[config.mk]
export PLATFORM = sky130hd
export DESIGN_NAME = posit_encoder_pipe
export DESIGN_NICKNAME = d
export VERILOG_FILES = /design/src/rtl/posit_encoder_pipe.sv
export SDC_FILE = /design/constraint.sdc
export NUM_CORES = 1
export LEC_CHECK = 0
export BUFFER_PORTS_ARGS = -buffer_cell sky130_fd_sc_hd__buf_4
export CORE_ASPECT_RATIO = 0.8
export CORE_UTILIZATION = 45
export DETAILED_ROUTE_END_ITERATION = 16
export GPL_TIMING_DRIVEN = 1
export MAX_ROUTING_LAYER = met4
export PLACE_DENSITY = 0.75
export SLEW_MARGIN = 5
export SYNTH_ARGS = -nofsm -noshare
export SYNTH_HDL_FRONTEND = slang
export SYNTH_SLANG_ARGS = --single-unit
[constraint.sdc]
create_clock -name clk -period 3.3 [get_ports clk]
set_input_delay 0.33 -clock clk [delete_from_list [all_inputs] [get_ports clk]]
set_output_delay 0.33 -clock clk [all_outputs]
set_load 0.005 [all_outputs]
[src/rtl/posit_encoder_pipe.sv]
// Two-stage pipelined posit encoder: builds the regime run from k, packs {regime, exp, frac}, rounds and signs.
// Define POSIT_ENC_RNE_EN for round-to-nearest-even; otherwise the magnitude is truncated.
module posit_encoder_pipe #(
  parameter int N  = 8,
  parameter int ES = 3,
  parameter int RS = $clog2(N)
) (
  input  logic          clk,
  input  logic          rst_n,
  input  logic          in_valid,
  output logic          in_ready,
  input  logic          in_sign,
  input  logic [RS:0]   in_k,
  input  logic [ES-1:0] in_exp,
  input  logic [N-1:0]  in_frac,
  input  logic          in_sticky,
  input  logic          in_zero,
  input  logic          in_nar,
  output logic          out_valid,
  input  logic          out_ready,
  output logic [N-1:0]  out_posit
);
  localparam int KW = RS + 1;
  localparam int TW = 2 * N + ES + 1;
  localparam int SW = $clog2(TW + 1);
  localparam logic [KW-1:0] K_HI  = KW'(N - 2);
  localparam logic [KW-1:0] K_LO  = KW'(-(N - 2));
  localparam logic [KW-1:0] K_MIN = KW'(-(N - 1));
  localparam logic [N-2:0]  MINPOS = {{(N - 2){1'b0}}, 1'b1};

  logic s1_valid, s2_valid, adv1, adv2;

  assign adv2      = !s2_valid || out_ready;
  assign adv1      = !s1_valid || adv2;
  assign in_ready  = adv1;
  assign out_valid = s2_valid;

  logic          k_max, k_min, fill;
  logic [KW-1:0] k_c, run;
  logic [SW-1:0] shift;
  logic [TW-1:0] tmp, shifted;

  // A full-width run of fill bits is shifted so only run = L-1 copies stay ahead of the terminator.
  always_comb begin
    k_max   = $signed(in_k) >= $signed(K_HI);
    k_min   = $signed(in_k) <= $signed(K_MIN);
    k_c     = k_max ? K_HI : (k_min ? K_LO : in_k);
    fill    = ~k_c[KW-1];
    run     = fill ? (k_c + KW'(1)) : (KW'(0) - k_c);
    shift   = SW'(N) - SW'(run);
    tmp     = {{N{fill}}, ~fill, in_exp, in_frac};
    shifted = tmp << shift;
  end

  logic [2*N-1:0] s1_body;
  logic           s1_sticky, s1_sign, s1_zero, s1_nar, s1_max, s1_min;

  always_ff @(posedge clk) begin
    if (in_valid && adv1) begin
      s1_body   <= shifted[TW-1 -: 2*N];
      s1_sticky <= in_sticky | (|shifted[TW-2*N-1:0]);
      s1_sign   <= in_sign;
      s1_zero   <= in_zero;
      s1_nar    <= in_nar;
      s1_max    <= k_max;
      s1_min    <= k_min;
    end
  end

  logic [N-2:0] mag, mag_r, mag_f;
  logic         guard, sticky, round_up;
  logic [N-1:0] sum, res;

  always_comb begin
    mag    = s1_body[2*N-1 -: N-1];
    guard  = s1_body[N];
    sticky = (|s1_body[N-1:0]) | s1_sticky;
`ifdef POSIT_ENC_RNE_EN
    round_up = guard & (mag[0] | sticky);
`else
    round_up = 1'b0;
`endif
    sum = {1'b0, mag} + N'(round_up);
    // Rounding may neither wrap into NaR nor collapse to zero.
    if (sum[N-1])
      mag_r = '1;
    else if (sum[N-2:0] == '0)
      mag_r = MINPOS;
    else
      mag_r = sum[N-2:0];
    mag_f = s1_max ? '1 : (s1_min ? MINPOS : mag_r);
    res   = s1_sign ? (~{1'b0, mag_f} + N'(1)) : {1'b0, mag_f};
    if (s1_nar)
      res = {1'b1, {(N - 1){1'b0}}};
    else if (s1_zero)
      res = '0;
  end

`ifndef POSIT_ENC_RNE_EN
  logic unused_rnd;
  assign unused_rnd = guard | sticky;
`endif

  always_ff @(posedge clk) begin
    if (!rst_n) begin
      s1_valid  <= 1'b0;
      s2_valid  <= 1'b0;
      out_posit <= '0;
    end else begin
      if (adv1) s1_valid <= in_valid;
      if (adv2) s2_valid <= s1_valid;
      if (adv2 && s1_valid) out_posit <= res;
    end
  end

endmodule
== Word level (Yosys, flattened, before mapping) ==
Cells that the tools add are included.

* Register bits after elaboration: 31
* Bits in latches: 0
* Memory bits (writable): 0
* Memory bits (read-only): 0
* Output and inout port bits: 10
* Logic and storage cells: 34
* Memories kept: 0

* Add/sub/neg operators: 4
* Multiply operators: 0
* Divide/modulo/power cells: 0
* Magnitude comparators: 2
* Equal/unequal tests: 0
* Shift operators: 1
* Multiplexer cells: 9
* Bitwise logic cells: 2
* Reductions and logical operators: 7

{| class="wikitable"
|+ Operators by type and width
! cell !! number
|-
| 8-bit two-way mux || 3
|-
| 7-bit two-way mux || 3
|-
| 20-bit by 5-bit << shifter with 20-bit output || 1
|-
| 4-bit two-way mux || 3
|-
| 8-bit by 1-bit adder with 8-bit output (second input constant) || 1
|-
| 7-bit inverter with 8-bit output || 1
|-
| 7-bit logical NOT || 1
|-
| 4-bit by 4-bit subtractor with 5-bit output (first input constant) || 1
|-
| 4-bit by 1-bit adder with 4-bit output (second input constant) || 1
|-
| 4-bit greater-or-equal comparator (second input constant) || 1
|-
| 4-bit less-or-equal comparator (second input constant) || 1
|-
| 1-bit by 4-bit subtractor with 4-bit output (first input constant) || 1
|-
| 1-bit logical AND || 2
|-
| 1-bit logical NOT || 2
|-
| 1-bit logical OR || 2
|-
| 1-bit inverter || 1
|}

== Logic depth before layout (Yosys ltp) ==
* Word-level depth: 9
* Mapped depth: 13

== Worst setup path after synthesis ==
Ideal clock, no wire load.

* Path kind: input-to-reg
* Start: input in_k[2]
* End: register s1_body[13] (data pin)
* Data arrival time: 2.505 ns
* Data required time: 3.041 ns
* Setup slack: 0.536 ns
* Stages on the path: 11
* Path buffers: 3
* Path through: buf_4 -> buf_2 -> nand2b_1 -> buf_2 -> nor2_1 -> or3_1 -> ha_1 -> nor4_4 -> o21ai_1 -> and4_1 -> a211o_1

* Cells in the longest elaborated chain, start to end: 7
* Elaborated cells on any way between the ends: 10

{| class="wikitable"
|+ RTL lines
! item !! RTL line !! source
|-
| start, declared || 13 || <nowiki>input logic [RS:0] in_k,</nowiki>
|-
| 4-bit less-or-equal comparator * || 46 || <nowiki>k_min = $signed(in_k) <= $signed(K_MIN);</nowiki>
|-
| via k_min || 38 || <nowiki>logic k_max, k_min, fill;</nowiki>
|-
| 4-bit two-way mux * (2 in a row) || 47 || <nowiki>k_c = k_max ? K_HI : (k_min ? K_LO : in_k);</nowiki>
|-
| 4-bit by 1-bit adder with 4-bit output / 1-bit by 4-bit subtractor with 4-bit output (equally long branches) || 49 || <nowiki>run = fill ? (k_c + KW'(1)) : (KW'(0) - k_c);</nowiki>
|-
| 4-bit two-way mux || 49 ||
|-
| 4-bit by 4-bit subtractor with 5-bit output || 50 || <nowiki>shift = SW'(N) - SW'(run);</nowiki>
|-
| 20-bit by 5-bit << shifter with 20-bit output * || 52 || <nowiki>shifted = tmp << shift;</nowiki>
|-
| via shifted[17] || 41 || <nowiki>logic [TW-1:0] tmp, shifted;</nowiki>
|-
| end signal, assigned || 60 || <nowiki>s1_body <= shifted[TW-1 -: 2*N];</nowiki>
|-
| end, declared || 55 || <nowiki>logic [2*N-1:0] s1_body;</nowiki>
|}

Mark *: on every way through the listed nets, which the timed path passes. The rest lies on a longest branch.
A chain may end at the register's enable or synchronous reset.

== Final worst setup path ==
* Start: input in_k[3]
* End: register s1_body[14] (data pin)

* Elaborated cells on any way between the ends: 10

{| class="wikitable"
|+ RTL lines
! item !! RTL line !! source
|-
| 4-bit greater-or-equal comparator * || 45 || <nowiki>k_max = $signed(in_k) >= $signed(K_HI);</nowiki>
|-
| via k_max || 38 ||
|-
| 4-bit two-way mux * || 47 ||
|-
| 4-bit by 1-bit adder with 4-bit output / 1-bit by 4-bit subtractor with 4-bit output (equally long branches) || 49 ||
|-
| 4-bit two-way mux || 49 ||
|-
| 4-bit by 4-bit subtractor with 5-bit output || 50 ||
|-
| 20-bit by 5-bit << shifter with 20-bit output * || 52 ||
|-
| via shifted[18] || 41 ||
|}

Marks and branches as above.

==> impl_metrics.env <==
export IMPL_wire_per_inst_um=17.0
export IMPL_irDropWorstVdd_uv=205
export IMPL_arrival_ps=2670
export IMPL_relSlewSlack=0.500
export IMPL_p_sw_frac=0.311
export IMPL_synth_edff_count=12
export IMPL_clock_latency_ps=260
export IMPL_endpoint_kind="register"
export IMPL_power_switching_w=0.000270
export IMPL_syn_area_sq_um=2430
export IMPL_port_buffers=31
export IMPL_dp_cells=370
export IMPL_postRouteAntennaNets=0
export IMPL_p_int_w=0.000599
export IMPL_multi_input_area_sq_um=1670
export IMPL_area_growth_pct=10.5
export IMPL_cts_htree_levels=1
export IMPL_drc=0
export IMPL_antenna_cells=0
export IMPL_first_pass_iters=5
export IMPL_grt_busiest_layer="met2"
export IMPL_cts_setup_buffers=0
export IMPL_max_clock_freq_ghz=0.374
export IMPL_vias_per_cell=6.51
export IMPL_p_leak_nw=1.01
export IMPL_seqCellArea_sq_um=561
export IMPL_rsz0062_at_grt="false"
export IMPL_post_dp_cell_area_sq_um=2610
export IMPL_drt_iter0_drc=221
export IMPL_drv_cap=0
export IMPL_final_cells=374
export IMPL_syn_area_per_cell_sq_um=8.07
export IMPL_grt_use_met1=0.336
export IMPL_cts_buffers_inserted=3
export IMPL_drive_gt1_frac=0.199
export IMPL_grt_pass1_wl_mm=10.4
export IMPL_die_area_sq_um=5700
export IMPL_cts_resized=0
export IMPL_final_max_slew_viol_count=0
export IMPL_fin_tns_setup_ps=0
export IMPL_synthArstFlopShare=0
export IMPL_antenna_found_initial=0
export IMPL_seqPwrFrac=0.380
export IMPL_initial_core_util=0.477
export IMPL_hold_violations=0
export IMPL_grt_max_degree=41
export IMPL_hpwl_mm=4.57
export IMPL_grt_use_total=0.233
export IMPL_cts_tree="yes"
export IMPL_hp_class="input port to register"
export IMPL_die_y_um=67.7
export IMPL_yosysWarnings=0
export IMPL_outcome="finished, final reports clean"
export IMPL_clk_pin_slew_ps=80
export IMPL_holdWs_ps=241
export IMPL_io_pins=33
export IMPL_p_comb_frac=0.336
export IMPL_fin_crit_sh=0.811
export IMPL_vias=2436
export IMPL_worst_setup_path_start_kind="input port"
export IMPL_yosysUniqueCellTypes=77
export IMPL_fin_worst_skew_ps=4.44
export IMPL_synth_seq_area_share=0.231
export IMPL_tightest_slew_ps=745
export IMPL_gr_total_overflow=0
export IMPL_criticalPathCategory="input port to register"
export IMPL_fin_crit_ps=2680
export IMPL_final_nets=339
export IMPL_syn_inst=301
export IMPL_required_ps=3290
export IMPL_synth_ff_type="edfxtp_1"
export IMPL_nFillCells=492
export IMPL_postLayoutCellArea_sq_um=2680
export IMPL_wl_mm=6.37
export IMPL_clkPwrFrac=0.284
export IMPL_syn_nets=327
export IMPL_clockBufferDepth=2
export IMPL_met3_usage=0.0403
export IMPL_ys_ff_latch=22
export IMPL_gp_congestion=0.926
export IMPL_cts_sinks=22
export IMPL_grt_pass1_vias=2129
export IMPL_cts_hold_buffers=0
export IMPL_cts_root_buf="clkbuf_8"
export IMPL_use_met2=0.343
export IMPL_worstPathMaxFanout=18
export IMPL_coreArea_sq_um=5090
export IMPL_p_per_area_nw_per_um2=324
export IMPL_dieWidth_um=84.2
export IMPL_setup_viol=0
export IMPL_rows=23
[through the flow]
| stage | utilization | setup WS [ps] | total power, W |
|---|---|---|---|
| floorplan | - | 536 | 0.000548 |
| global placement | 0.513 | 458 | 0.000614 |
| detailed placement | 0.513 | 391 | 0.000622 |
| CTS | 0.527 | 656 | 0.000870 |
| global route | 0.527 | 427 | 0.000918 |
| finish | 0.527 | 624 | 0.000869 |
[cell usage in the layout (no fill, tap or decap), types with 8 or more instances in the layout]
cell,n
buf_4,35
a21oi_1,29
nand2_1,21
nor2_1,20
o21ai_0,17
nor2b_1,14
edfxtp_1,12
mux2i_1,11
dfxtp_1,10
inv_1,8
[per-layer routing]
| metal | up-vias | wire length [um] |
|---|---|---|
| met2 | 89 | 2830 |
| met3 | 6 | 447 |
| met1 | 1172 | 3030 |
| met5 | - | 0 |
| li1 | 1169 | - |
| met4 | 0 | 54 |
[synth_stat cells, types with 3 or more instances]
library cell	instances	share of area
a211o_1	6	0.022
a211oi_1	3	0.0093
a21o_1	3	0.0093
a21oi_1	29	0.060
a22oi_1	7	0.022
a31oi_1	4	0.010
and2_1	3	0.0077
buf_2	11	0.023
buf_6	4	0.019
clkbuf_1	8	0.012
dfxtp_1	10	0.082
edfxtp_1	12	0.15
ha_1	3	0.015
inv_1	8	0.012
mux2_2	6	0.028
mux2i_1	11	0.045
nand2_1	21	0.032
nand2b_1	7	0.018
nand3_1	4	0.0082
nor2_1	20	0.031
nor2b_1	14	0.036
nor3_1	5	0.010
nor3b_1	3	0.0093
o211ai_1	4	0.012
o21a_1	4	0.012
o21ai_0	17	0.035
o21ai_1	3	0.0062
o221ai_1	6	0.022
o22ai_1	4	0.010
or3_1	3	0.0077
[final timing paths]
kind,slack (ps),startpoint,cells past startpoint,to
setup / recovery,620,in_k[3],9,s1_body[14]$_DFFE_PP_
hold / removal,240,in_zero,1,s1_zero$_DFFE_PP_
setup reg to reg,820,s1_max$_DFFE_PP_,8,out_posit[6]$_SDFFE_PN0P_
hold reg to reg,480,out_posit[6]$_SDFFE_PN0P_,2,out_posit[6]$_SDFFE_PN0P_
[power groups by stage]
stage	Clock, W	Combinational, W	Sequential (W)
finish	0.000247	0.000292	0.000331
global route	0.000264	0.000321	0.000333
CTS	0.000253	0.000288	0.000329
detailed placement	0	0.000286	0.000336
global placement	0	0.000279	0.000335
floorplan	0	0.000219	0.000329
[sequential cells by signal, indices dropped and copies added (netlist names)]
name	count
out_posit	8
s1_body	7
out_valid	1
s1_max	1
s1_min	1
s1_nar	1
s1_sign	1
s1_valid	1
s1_zero	1
[final cells by class]
cell class | instances | area share
Sequential cell | 22 | 0.209
Clock buffer | 3 | 0.0154
Tap cell | 62 | 0.0289
Multi-Input combinational cell | 241 | 0.624
Inverter | 10 | 0.0140
Clock inverter | 1 | 0.0112
Timing Repair Buffer | 35 | 0.0979
[critical path, stage by stage]
cell and delay [ps]:
buf_4 210, nand2b_1 230, nor2_1 80, or3_1 370, ha_1 430, a211oi_2 430, o21ai_1 200, a2bb2oi_1 240
o311ai_1 140
[logic make-up after synthesis]
logic type	after synthesis	synth area share
buffers and inverters	38	0.0803
XOR/XNOR	3	0.0108
AND/OR/NAND/NOR	95	0.213
multiplexers	20	0.0978
AO/OA/AOI/OAI	119	0.348
flip-flops	22	0.231
adder cells (fa/ha/maj)	4	0.0196
(Power assumes the default switching activity.)
